--- src/rtl/turret_angle_ctrl.sv ---
// Keyboard-driven turret elevation controller.
// Edge-detects UP/DOWN keycodes, steps a bounded (or wrapping) angle index,
// and auto-repeats a held key using an external frame tick for timing.
module turret_angle_ctrl #(
  parameter int unsigned N_STEPS      = 9,
  parameter int unsigned CENTER_IDX   = 4,
  parameter logic [7:0]  UP_KEY       = 8'h1A,
  parameter logic [7:0]  DOWN_KEY     = 8'h16,
  parameter bit          WRAP         = 1'b0,
  parameter int unsigned REPEAT_DELAY = 15,
  parameter int unsigned REPEAT_RATE  = 4,
  localparam int unsigned IW          = $clog2(N_STEPS)
) (
  input  logic               Clk,
  input  logic               Reset,
  input  logic [7:0]         keycode,
  input  logic               tick,
  output logic [IW-1:0]      angle_idx,
  output logic [N_STEPS-1:0] angle_onehot,
  output logic               at_top,
  output logic               at_bottom,
  output logic               moved
);

  // Tick counter only has to reach max(REPEAT_DELAY, REPEAT_RATE) - 1.
  localparam int unsigned TMAX = (REPEAT_DELAY > REPEAT_RATE) ? REPEAT_DELAY : REPEAT_RATE;
  localparam int unsigned TW   = (TMAX > 1) ? $clog2(TMAX) : 1;

  localparam logic [IW-1:0]      TopIdx    = IW'(N_STEPS - 1);
  localparam logic [IW-1:0]      CenterIdx = IW'(CENTER_IDX);
  localparam logic [TW-1:0]      DelayLast = TW'(REPEAT_DELAY - 1);
  localparam logic [TW-1:0]      RateLast  = TW'(REPEAT_RATE - 1);
  localparam logic [N_STEPS-1:0] CenterOh  = N_STEPS'(1) << CENTER_IDX;

  typedef enum logic [1:0] {
    StIdle,
    StDelay,
    StRepeat
  } state_e;

  state_e               state_q, state_d;
  logic [TW-1:0]        tcnt_q, tcnt_d;
  logic [7:0]           prev_key_q;
  logic [IW-1:0]        idx_q, idx_d;
  logic [N_STEPS-1:0]   onehot_q, onehot_d;
  logic                 moved_q, moved_d;

  logic                 up, dn, held, press, step;

  // Key decode and press edge detection against last cycle's keycode.
  always_comb begin
    up    = (keycode == UP_KEY);
    dn    = (keycode == DOWN_KEY);
    held  = up | dn;
    press = held && (keycode != prev_key_q);
  end

  // Hold/repeat FSM: release beats press, press beats tick.
  always_comb begin
    state_d = state_q;
    tcnt_d  = tcnt_q;
    step    = 1'b0;
    if (!held) begin
      state_d = StIdle;
      tcnt_d  = '0;
    end else if (press) begin
      // A fresh press (including a direct direction switch) restarts the delay.
      step    = 1'b1;
      tcnt_d  = '0;
      state_d = StDelay;
    end else if (tick) begin
      unique case (state_q)
        StIdle: begin
          state_d = StIdle;
        end
        StDelay: begin
          if (tcnt_q == DelayLast) begin
            step    = 1'b1;
            tcnt_d  = '0;
            state_d = StRepeat;
          end else begin
            tcnt_d = tcnt_q + TW'(1);
          end
        end
        StRepeat: begin
          if (tcnt_q == RateLast) begin
            step   = 1'b1;
            tcnt_d = '0;
          end else begin
            tcnt_d = tcnt_q + TW'(1);
          end
        end
        default: begin
          state_d = StIdle;
          tcnt_d  = '0;
        end
      endcase
    end
  end

  // Next angle: step up/down with saturate or wrap at the ends.
  always_comb begin
    idx_d = idx_q;
    if (step) begin
      if (up) begin
        if (idx_q == TopIdx) begin
          idx_d = WRAP ? '0 : idx_q;
        end else begin
          idx_d = idx_q + IW'(1);
        end
      end else begin
        if (idx_q == '0) begin
          idx_d = WRAP ? TopIdx : idx_q;
        end else begin
          idx_d = idx_q - IW'(1);
        end
      end
    end
    moved_d = (idx_d != idx_q);
    for (int i = 0; i < int'(N_STEPS); i++) begin
      onehot_d[i] = (idx_d == IW'(i));
    end
  end

  // State, counter, key history and angle registers with synchronous reset.
  always_ff @(posedge Clk) begin
    if (!Reset) begin
      state_q    <= StIdle;
      tcnt_q     <= '0;
      prev_key_q <= 8'h00;
      idx_q      <= CenterIdx;
      onehot_q   <= CenterOh;
      moved_q    <= 1'b0;
    end else begin
      state_q    <= state_d;
      tcnt_q     <= tcnt_d;
      prev_key_q <= keycode;
      idx_q      <= idx_d;
      onehot_q   <= onehot_d;
      moved_q    <= moved_d;
    end
  end

  // End-stop flags decoded from the registered index.
  always_comb begin
    angle_idx    = idx_q;
    angle_onehot = onehot_q;
    moved        = moved_q;
    at_top       = (idx_q == TopIdx);
    at_bottom    = (idx_q == '0);
  end

endmodule

--- config.mk ---
export PLATFORM = sky130hd
export DESIGN_NAME = turret_angle_ctrl
export DESIGN_NICKNAME = d
export VERILOG_FILES = /design/src/rtl/turret_angle_ctrl.sv
export SDC_FILE = /design/constraint.sdc
export NUM_CORES = 1
export LEC_CHECK = 0
export ABC_AREA = 1
export CAP_MARGIN = 20
export CORE_MARGIN = 2
export CORE_UTILIZATION = 45
export DETAILED_ROUTE_END_ITERATION = 8
export MAX_ROUTING_LAYER = met4
export PLACE_DENSITY = 0.75
export SYNTH_ARGS = -nofsm -noshare
export SYNTH_HDL_FRONTEND = slang
export SYNTH_SLANG_ARGS = --single-unit
--- constraint.sdc ---
create_clock -name Clk -period 1.7 [get_ports Clk]
set_input_delay 0.255 -clock Clk [delete_from_list [all_inputs] [get_ports Clk]]
set_output_delay 0.255 -clock Clk [all_outputs]
set_load 0.01 [all_outputs]
* After elaboration in Yosys (flattened, before gate mapping)
Cells that the tools add are included.
Storage, ports and cells: input bits 11, output and inout bits 16, bits in registers 28, word-level logic and storage cells 62
Operators by class: muxes and demuxes 17, bitwise logic cells 5, eq/ne operators 20, reductions and logical operators 10, add/subtract/negate cells 3
Operators with widths (count):
- $mux W4 | 6
- $eq A4 B3 Y1 const B | 4
- $eq A8 B5 Y1 const B | 2
- $eq A4 B2 Y1 const B | 3
- $eq A4 B4 Y1 const B | 3
- $pmux W4 S3 | 1
- $add A4 B1 Y4 const B | 2
- $logic_not A4 Y1 | 2
- $ne A8 B8 Y1 | 1
- $mux W1 | 7
- $reduce_and A3 Y1 | 2
- $eq A4 B1 Y1 const B | 1
- $ne A2 B2 Y1 const B | 2
- $ne A4 B4 Y1 | 1
- $not A1 Y1 | 4
- $pmux W2 S2 | 1
- $reduce_and A2 Y1 | 2
- $sub A4 B1 Y4 const B | 1
- $ne A3 B3 Y1 const B | 1
- $reduce_or A3 Y1 | 1
- $eq A2 B1 Y1 const B | 1
- $eq A2 B2 Y1 const B | 1
- $logic_not A2 Y1 | 1
- $mux W2 | 1
- other kinds (4) | 4

* Depth between registers and ports, before layout
Gate-level depths: netlist of the first run.
depth in word-level cells 8, mapped depth 13

* Least setup slack after synthesis of the first run
No wires, ideal clock.
path kind reg-to-reg, start register idx_q[0], in the netlist angle_idx[0], end register onehot_q[4], in the netlist angle_onehot[4], arrival 1.592 ns, cell stages (with the launch flop) 13, slack -0.018 ns, clock period less this slack 1.718 ns, path through dfxtp_1 -> inv_1 -> ha_1 -> nand2_1 -> nor2_2 -> a21oi_1 -> nand2_1 -> o21ai_1 -> nand3_1 -> nand2_2 -> nor2_1 -> nand2_1 -> nand2_1
On the way: longest elaborated chain between the ends 5, elaborated cells on any way between the ends 9, those cells by class 2 x add/sub; 2 x eq/ne; 4 x mux; 1 x reduce/logical
Ends and longest elaborated chain:
- start: declaration | line 44 | logic [IW-1:0] idx_q, idx_d;
- start signal: assignment | line 131 | idx_q <= CenterIdx;
- start signal: assignment | line 138 | idx_q <= idx_d;
- $eq A4 B4 Y1
- named net at_top | line 20 | output logic at_top,
- $mux W4 | line 106 | if (idx_q == TopIdx) begin
- $mux W4 | line 105 | if (up) begin
- $mux W4 | line 104 | if (step) begin
- $eq A4 B3 Y1 | line 121 | onehot_d[i] = (idx_d == IW'(i));
- end signal: assignment | line 132 | onehot_q <= CenterOh;
- end signal: assignment | line 139 | onehot_q <= onehot_d;
- end: declaration | line 45 | logic [N_STEPS-1:0] onehot_q, onehot_d;
The timed path passes the listed nets, and every way through them passes these cells. A chain may end at the register's enable or synchronous reset.

* Worst setup path after layout of the first run
start register idx_q[0], in the netlist angle_idx[0], end register onehot_q[6], in the netlist angle_onehot[6]
On the way: longest elaborated chain between the ends 5, elaborated cells on any way between the ends 9, those cells by class 2 x add/sub; 2 x eq/ne; 4 x mux; 1 x reduce/logical
Ends and longest elaborated chain:
- $sub A4 B1 Y4 (tied with other cells) | line 115 | idx_d = idx_q - IW'(1);
- $mux W4, on equally long branches | line 112, 106
- $mux W4 | line 105
- $mux W4 (*) | line 104
- $eq A4 B3 Y1 (*) | line 121
Every way passes the cells marked *; elsewhere a longest branch is shown, timed or not.

==> flow_summary.toml, run 1 <==
[yosys]
syn_inst = 246
synth_cell_types = 28
ys_ff_latch = 28
yosysWarnings = 0
synth_top_area_share_pct = 34.36
synth_top_area_cell = "dfxtp_1"
syn_nets = 264
synth_area_um2 = 1632
avgSynthCellArea_um2 = 6.632
yosysSeqAreaShare_pct = 34.36
synth_area_leaders = "dfxtp_1, nand2_1, inv_1"

[finish]
n_fill_cell = 315
mostFrequentLayoutCell = "nand2_1"
finalNetCount = 309
diodes = 0
drive_above_1_share_pct = 25.52
final_core_util_pct = 64.51
syn2layout_area_growth_pct = 35.05
stdcell_area_um2 = 2203
fin_cells = 336
final_cell_mix = "nand2_1, inv_1, nor2_1"

[global_routing]
antenna_found_initial = 0
grt_max_degree = 17
grt_pass1_vias = 1442
grt_pass1_wl_um = 5968
grt_usage_pct = 18.47
gr-total-overflow = 0

[worst_setup_path]
required_ns = 1.95
r2r_cells = 13
endpoint_kind = "flop"
rrSetupSlack_ns = 0.08
r2r-start = "angle_idx[0]$_SDFF_PN0_"
cp-start-kind = "flop"
crit_fanout = 5
rr_endpoint = "angle_onehot[6]$_SDFF_PN0_"
worst-setup-path-type = "flop to flop"
crit_arrival_ns = 1.87

[detailed_routing]
via_per_inst = 4.563
dr.pass1.iters = 4
drt-total-wl_um = 3521
wire_per_inst_um = 10.48
first_iter_violations = 68
drc = 0
antenna_left = 0
vias = 1533

[die]
fp.dieW_um = 64.22
core_um2 = 3416
initial_core_util_pct = 47.77
ios = 27
fp.dieH_um = 64.22
rows = 21
dieArea_um2 = 4124

[hold_path]
min_from = "keycode[1]"
hold_depth = 3
holdPathEnd = "prev_key_q[1]$_SDFF_PN0_"
min_path_type = "input pin to flop"

[timing]
worst_pin_slew_ns = 0.2297
drv_slew = 0
fin_crit_ns = 1.621
slew_headroom_pct = 84.65
finalCritPeriodShare_pct = 95.35
finalSetupViolCount = 0
fmax_mhz = 616.9
finClkSkew_ns = 0.01068
timing.final.hold_violations = 0

[pwr]
sw_frac_of_total_pct = 21.67
switchingPower_mw = 0.2663
ir_drop_uv = 271.6
leakagePower_nw = 1.104
pwr-share-comb_pct = 10.0
finalPower_mw = 1.229
power_frac_seq_pct = 54.6
p_int_mw = 0.9624
clock_power_share_pct = 35.3
power_density_nw_per_um2 = 557.7

[placed_design]
io_buffers = 26
place_area_um2 = 2042
dp.cells = 329
gp_congestion = 0.8123
hpwl_um = 2623

[clocking]
clock-sinks = 28
path_clk_slew_ns = 0.15
worstSkewPairLatency_ns = 0.33
cts_inserted_buffers = 3
cts_tree = "built"
root_buffer = "clkbuf_4"
cts_max_level = 1
cts.path.max_buffers = 2

[run_status]
status = "completed"

[job]
max_cap_viol_count = 0
[synth_stat cells]
library cell and count:
nand2_1 74, inv_1 42, dfxtp_1 28, nor2_1 28
nand3_1 16, nand2_2 8, ha_1 7, inv_2 5
nor2_2 5, a21oi_1 4, nand4_1 4, xnor2_1 4
o21ai_0 3, buf_2 2, nand3_2 2, nor2_4 2
a211oi_2 1, a21oi_4 1, a221oi_2 1, buf_1 1
clkinv_2 1, nand2_4 1, nand3_4 1, nand3b_1 1
o21ai_1 1, o22ai_1 1, or2_2 1, xor2_1 1
[registers in the layout, summed over array words and instances, names as in the netlist]
| name | flops |
|---|---|
| angle_onehot | 9 |
| prev_key_q | 8 |
| angle_idx | 4 |
| tcnt_q | 4 |
| state_q | 2 |
| moved | 1 |
[worst max-delay path, stage by stage, from the launching register on]
cell	delay, ns
dfxtp_2	0.35
inv_2	0.08
ha_4	0.16
buf_4	0.11
nand3_1	0.09
nand2_1	0.07
nand2_1	0.05
nand2_1	0.05
nand2_1	0.05
nand3b_1	0.22
nand2_4	0.14
inv_2	0.04
nand2_1	0.08
nor2_1	0.05
[how the worst max path moves through the flow]
stage,start,end,slack [ns],cells past startpoint
2_1_floorplan,angle_idx[1]$_SDFF_PN0_,angle_onehot[4]$_SDFF_PN1_,0.003,12
6_report,angle_idx[0]$_SDFF_PN0_,angle_onehot[6]$_SDFF_PN0_,0.08,13
3_3_place_gp,keycode[2],angle_onehot[6]$_SDFF_PN0_,-0.34,11
4_1_cts,state_q[1]$_SDFFE_PP0P_,angle_onehot[6]$_SDFF_PN0_,0.00003,12
3_5_place_dp,keycode[2],angle_onehot[6]$_SDFF_PN0_,-0.33,11
5_1_grt,angle_idx[0]$_SDFF_PN0_,angle_onehot[6]$_SDFF_PN0_,-0.03,13
[routing by layer]
metal	wire length [um]	vias up	global-route usage [%]	part of all wire [%]
met5	0	-	-	0
met4	89	0	7.979	2.5
met3	104	6	1.585	3.0
met2	1734	26	31.12	49
met1	1593	670	22.63	45
li1	-	831	-	-
[per-stage QoR]
stage,setup slack (ns),setup TNS (ns),hold slack (ns)
floorplan,0.003317,0,0.3485
global placement,-0.3425,-4.978,0.5224
detailed placement,-0.3300,-4.949,0.5196
CTS,0.00002509,0,0.4765
global route,-0.02704,-0.1151,0.2047
finish,0.07909,0,0.1666
[power groups by stage]
stage	Combinational, mW	Clock [mW]	Sequential, mW
3_5_place_dp	0.118	0	0.688
4_1_cts	0.121	0.445	0.674
5_1_grt	0.140	0.481	0.673
6_report	0.123	0.434	0.671
2_1_floorplan	0.0649	0	0.689
3_3_place_gp	0.116	0	0.688
[logic make-up (layout without fill, tap and decap cells)]
group | Yosys count | after routing | synth area share (%)
compound gates | 12 | 12 | 5.521
xor+xnor | 5 | 5 | 2.684
fa+ha+maj | 7 | 7 | 5.368
buf+inv | 51 | 95 | 11.96
flops | 28 | 28 | 34.36
simple gates | 143 | 143 | 40.11
[layout make-up]
type | instances | area, um2 | share of cell area (%)
multi-input cells | 167 | 942.2 | 42.76
flip-flops and latches | 28 | 575.6 | 26.12
repair buffers | 43 | 392.9 | 17.83
inverters | 48 | 182.7 | 8.291
well taps | 46 | 57.56 | 2.612
clock inverters | 1 | 30.03 | 1.363
clock buffers | 3 | 22.52 | 1.022
[timing repair]
action	4_1_cts	5_1_grt
buffers inserted	1	2
setup endpoints to repair	12	21
gates cloned	0	0
pin swaps	1	9
hold buffers	0	0
gates resized for setup	11	27
Power figures use the tool's default switching activity.
==> run 2, diff against run 1 <==
==> constraint.sdc (replaced) <==
create_clock -name Clk -period 1.35 [get_ports Clk]
set_input_delay 0.2025 -clock Clk [delete_from_list [all_inputs] [get_ports Clk]]
set_output_delay 0.2025 -clock Clk [all_outputs]
set_load 0.01 [all_outputs]
==> run 2 against run 1 <==
The flow now finishes with violations (setup timing). Core utilization grew 12 points. Design area is 19% higher. Maximum frequency fell by 0.84%. Largest power group unchanged.
==> flow_summary.toml, run 2 (synthesized netlist as in run 1, its figures left out) <==
[pwr]
power_density_nw_per_um2 = 599.3
leakagePower_nw = 1.335
ir_drop_uv = 524.2

[timing]
timing.final.hold_violations = 0
slew_headroom_pct = 85.05
finalSetupViolCount = 21
drv_slew = 0
worst_pin_slew_ns = 0.2220
fin_crit_ns = 1.635
hold_ws_ns = 0.1462
fin_ws_ns = -0.2846
finClkSkew_ns = 0.001975
finalCritPeriodShare_pct = 121.1
grt_setup_unrepaired = "yes"
fmax_mhz = 611.8

[clocking]
cts.path.max_buffers = 2
clock-sinks = 28
worstSkewPairLatency_ns = 0.32
root_buffer = "clkbuf_4"
cts_tree = "built"
hold_buffers = 0
path_clk_slew_ns = 0.15
cts_max_level = 1
cts_inserted_buffers = 3

[detailed_routing]
dr.pass1.iters = 6
wire_per_inst_um = 12.90
antenna_left = 0
drc = 0
drt-total-wl_um = 4540
vias = 1673
first_iter_violations = 64
via_per_inst = 4.753

[run_status]
violations = "setup timing"
status = "finished with violations"

[placed_design]
hpwl_um = 2658
dpl_worst_slack_ns = -0.6387
gp_congestion = 0.8240
place_area_um2 = 2181
io_buffers = 26

[finish]
final_core_util_pct = 76.63
finalNetCount = 325
largest_reg_flops = 9
syn2layout_area_growth_pct = 60.43
drive_above_1_share_pct = 44.12
diodes = 0
final_cell_mix = "nand2_1, inv_1, buf_4"
stdcell_area_um2 = 2618
mostFrequentLayoutCell = "nand2_1"

[global_routing]
antenna_found_initial = 0
gr-total-overflow = 0
grt_max_degree = 17
grt_pass1_wl_um = 6582
grt_pass1_vias = 1586
grt_usage_pct = 20.14

[worst_setup_path]
crit_arrival_ns = 1.91
worst-setup-path-type = "flop to flop"
critical-path-top-delay-family = "simple AND/OR/NAND/NOR gates"
path_buf_inv = 1
path_cells = "inv_4, ha_4, nand4_1, nand2_2, nand2_4, nand3_4, nand2_8, nand2_1, nand2_2, nand3_4, nor2_1"
required_ns = 1.63
endpoint_kind = "flop"
cp-start-kind = "flop"
critPathSlowestCell = "dfxtp_4"
max_stage_delay_ns = 0.40
crit_fanout = 7

[hold_path]
min_path_type = "input pin to flop"

[die]
ios = 27
rows = 21
dieArea_um2 = 4124
initial_core_util_pct = 47.77
fp.dieW_um = 64.22
fp.dieH_um = 64.22
core_um2 = 3416

[job]
max_cap_viol_count = 0
## run 2: cell types whose count changed in the layout (fill, tap and decap cells not counted), sizes merged
cell | previous run | this run
buf | 17 | 36
clkinv | 0 | 1
clkdlybuf4s50 | 20 | 2
dlygate4sd2 | 0 | 10
clkbuf | 4 | 5
inv | 48 | 47
dlymetal6s2s | 4 | 8
## run 2: worst reg2reg max path, cell delays in order, from the launching register on
cell and delay [ns]:
dfxtp_4 0.40, inv_4 0.05, ha_4 0.15, nand4_1 0.11
nand2_2 0.08, nand2_4 0.09, nand3_4 0.14, nand2_8 0.16
nand2_1 0.10, nand2_2 0.11, nand3_4 0.08, nor2_1 0.11
## run 2: cell type report
cell class,count,area (um2)
Sequential cell,28,593.1
Timing Repair Buffer,59,533.0
Tap cell,46,57.56
Fill cell,252,798.3
Multi-Input combinational cell,167,1184
Inverter,48,197.7
Clock buffer,3,22.52
Clock inverter,1,30.03
## run 2: final timing paths
check	startpoint	end	slack, ns	depth (start not counted)
hold / removal	keycode[4]	prev_key_q[4]$_SDFF_PN0_	0.15	3
setup / recovery	state_q[1]$_SDFFE_PP0P_	angle_onehot[5]$_SDFF_PN0_	-0.28	11
setup reg to reg	state_q[1]$_SDFFE_PP0P_	angle_onehot[5]$_SDFF_PN0_	-0.28	11
hold reg to reg	tcnt_q[1]$_SDFFE_PP0P_	tcnt_q[1]$_SDFFE_PP0P_	0.56	2
## run 2: repair_timing
action	4_1_cts	5_1_grt
endpoints found under the setup margin	36	26
gates resized for setup	54	70
buffers inserted	2	8
pin swaps	12	25
## run 2: layer usage
| layer | vias up | part of all wire [%] | GRT usage [%] | wire [um] |
|---|---|---|---|---|
| li1 | 861 | - | - | - |
| met1 | 762 | 40 | 24.70 | 1823 |
| met2 | 37 | 55 | 35.16 | 2487 |
| met3 | 13 | 2.4 | 1.585 | 109 |
| met4 | 0 | 2.6 | 6.383 | 120 |
| met5 | - | 0 | - | 0 |
## run 2: report_power, final
part	internal [mW]	switching [mW]	total [mW]
Clock	0.300	0.247	0.547
Sequential	0.829	0.00855	0.838
Combinational	0.0788	0.105	0.183
## run 2: through the flow
| stage | total power, mW | cells | setup TNS, ns |
|---|---|---|---|
| 3_3_place_gp | 1.009 | 338 | -10.93 |
| 5_1_grt | 1.631 | 352 | -5.740 |
| 2_1_floorplan | 0.9474 | 246 | -1.073 |
| 6_report | 1.569 | 352 | -4.112 |
| 3_5_place_dp | 1.011 | 338 | -11.38 |
| 4_1_cts | 1.546 | 344 | -3.391 |
==> run 3, diff against run 2 <==
--- a/config.mk
+++ b/config.mk
@@ -8,10 +8,11 @@
 export ABC_AREA = 1
 export CAP_MARGIN = 20
 export CORE_MARGIN = 2
-export CORE_UTILIZATION = 45
+export CORE_UTILIZATION = 34
+export CTS_CLUSTER_SIZE = 40
 export DETAILED_ROUTE_END_ITERATION = 8
 export MAX_ROUTING_LAYER = met4
-export PLACE_DENSITY = 0.75
+export PLACE_DENSITY = 0.6
 export SYNTH_ARGS = -nofsm -noshare
 export SYNTH_HDL_FRONTEND = slang
 export SYNTH_SLANG_ARGS = --single-unit
==> run 3 against run 2 <==
The run still ends with setup timing left. Sequential power about the same. Highest routed layer is now met3. Design area rose by 3.1%. Maximum frequency rose by 0.27%. Register-to-register slack is essentially flat. Wire length fell by 13%.
==> flow_summary.toml, run 3 (synthesized netlist as in run 1, its figures left out) <==
[worst_setup_path]
crit_fanout = 6
cp-start-kind = "flop"
crit_arrival_ns = 1.84
required_ns = 1.56
rr_endpoint = "angle_onehot[3]$_SDFF_PN0_"
critPathCapture = "angle_onehot[3]$_SDFF_PN0_"
path_cells = "inv_4, ha_4, nand2_2, nor2_4, buf_4, nor2_2, o21ai_2, nand3_2, nand2_4, nand3_4, nor2_1"
max_stage_delay_ns = 0.37
r2r-start = "angle_idx[1]$_SDFF_PN0_"
worst-setup-path-type = "flop to flop"
r2r_cells = 11
critPathSlowestCell = "dfxtp_4"
rrSetupSlack_ns = -0.28
endpoint_kind = "flop"
startpoint = "angle_idx[1]$_SDFF_PN0_"

[die]
dieArea_um2 = 5368
initial_core_util_pct = 35.01
ios = 27
rows = 25
core_um2 = 4661
fp.dieW_um = 73.27
fp.dieH_um = 73.27

[timing]
slew_headroom_pct = 85.23
tns_ns = -3.017
fin_crit_ns = 1.630
worst_pin_slew_ns = 0.2213
fin_ws_ns = -0.2802
finClkSkew_ns = 0.001757
grt_setup_unrepaired = "yes"
fmax_mhz = 613.4
hold_ws_ns = 0.2780
finalSetupViolCount = 16
finalCritPeriodShare_pct = 120.8
timing.final.hold_violations = 0
drv_slew = 0

[hold_path]
min_path_type = "input pin to flop"

[clocking]
cts.path.max_buffers = 2
cts_max_level = 1
cts_tree = "built"
clock-sinks = 28
cts_inserted_buffers = 3
root_buffer = "clkbuf_8"
worstSkewPairLatency_ns = 0.26
path_clk_slew_ns = 0.09

[placed_design]
dp.cells = 351
gp_congestion = 0.8722
hpwl_um = 2854
place_area_um2 = 2228
io_buffers = 26

[detailed_routing]
drt-total-wl_um = 3949
drc = 0
wire_per_inst_um = 10.67
antenna_left = 0
first_iter_violations = 39
dr.pass1.iters = 4
vias = 1635
via_per_inst = 4.419

[finish]
regArea_um2 = 586.8
multiInputGateArea_um2 = 1190
drive_above_1_share_pct = 46.20
diodes = 0
n_fill_cell = 421
stdcell_area_um2 = 2699
syn2layout_area_growth_pct = 65.41
mostFrequentLayoutCell = "nand2_1"
finalNetCount = 335
largest_reg_flops = 9
fin_cells = 370
final_cell_mix = "nand2_1, buf_4, inv_1"

[global_routing]
grt_pass1_vias = 1528
antenna_found_initial = 0
grt_pass1_wl_um = 6451
grt_usage_pct = 15.34
gr-total-overflow = 0
grt_max_degree = 16

[job]
max_cap_viol_count = 0

[run_status]
violations = "setup timing"
status = "finished with violations"

[pwr]
finalPower_mw = 1.460
leakagePower_nw = 1.392
power_density_nw_per_um2 = 541.0
ir_drop_uv = 365.6
==> run 3: layout make-up <==
type / instances / area share [%]
inverter: 48 / 7.232
sequential: 28 / 21.74
multi-input combinational: 167 / 44.09
timing repair buffer: 69 / 22.76
tap: 54 / 2.503
clock inverter: 1 / 0.1391
clock buffer: 3 / 1.530
==> run 3: critical path: cells and delay by family (launching register included) <==
family                     cells  cell delay [ns]
and+or+nand+nor                7             0.65
DFF                            1             0.37
buffers and inverters          2             0.19
adders and majority gates      1             0.17
AOI/OAI and AO/OA              1             0.17
==> run 3: power breakdown <==
part / total, mW / leakage (nW) / internal, mW / switching [mW]
sequential: 0.837 / 0.233 / 0.829 / 0.00800
clock: 0.445 / 0.0231 / 0.203 / 0.242
combinational: 0.178 / 1.14 / 0.0781 / 0.0996
==> run 3: worst min path at each step <==
| stage | start | to | slack [ns] | depth (start not counted) |
|---|---|---|---|---|
| floorplan | keycode[0] | prev_key_q[0]$_SDFF_PN0_ | 0.30 | 2 |
| global placement | state_q[1]$_SDFFE_PP0P_ | state_q[1]$_SDFFE_PP0P_ | 0.52 | 2 |
| detailed placement | state_q[1]$_SDFFE_PP0P_ | state_q[1]$_SDFFE_PP0P_ | 0.52 | 2 |
| CTS | keycode[1] | prev_key_q[1]$_SDFF_PN0_ | 0.27 | 3 |
| global route | keycode[1] | prev_key_q[1]$_SDFF_PN0_ | 0.32 | 3 |
| finish | keycode[1] | prev_key_q[1]$_SDFF_PN0_ | 0.28 | 3 |
==> run 3: through the flow <==
stage	setup slack (ns)	utilization, %
2_1_floorplan	-0.1250	-
3_3_place_gp	-0.6162	47.81
3_5_place_dp	-0.6545	47.81
4_1_cts	-0.1994	53.02
5_1_grt	-0.3507	57.91
6_report	-0.2802	57.91
==> run 3: layer usage <==
metal | share of wire (%) | track usage, %
met3 | 1.8 | 1.509
met4 | 0 | 3.704
met5 | 0 | -
met2 | 51 | 25.93
met1 | 47 | 19.70
==> run 3: what timing repair did <==
action	4_1_cts	5_1_grt
resized for setup	71	47
setup buffers	7	8
hold buffers	0	0
setup endpoints to repair	27	29
pin swaps	24	17
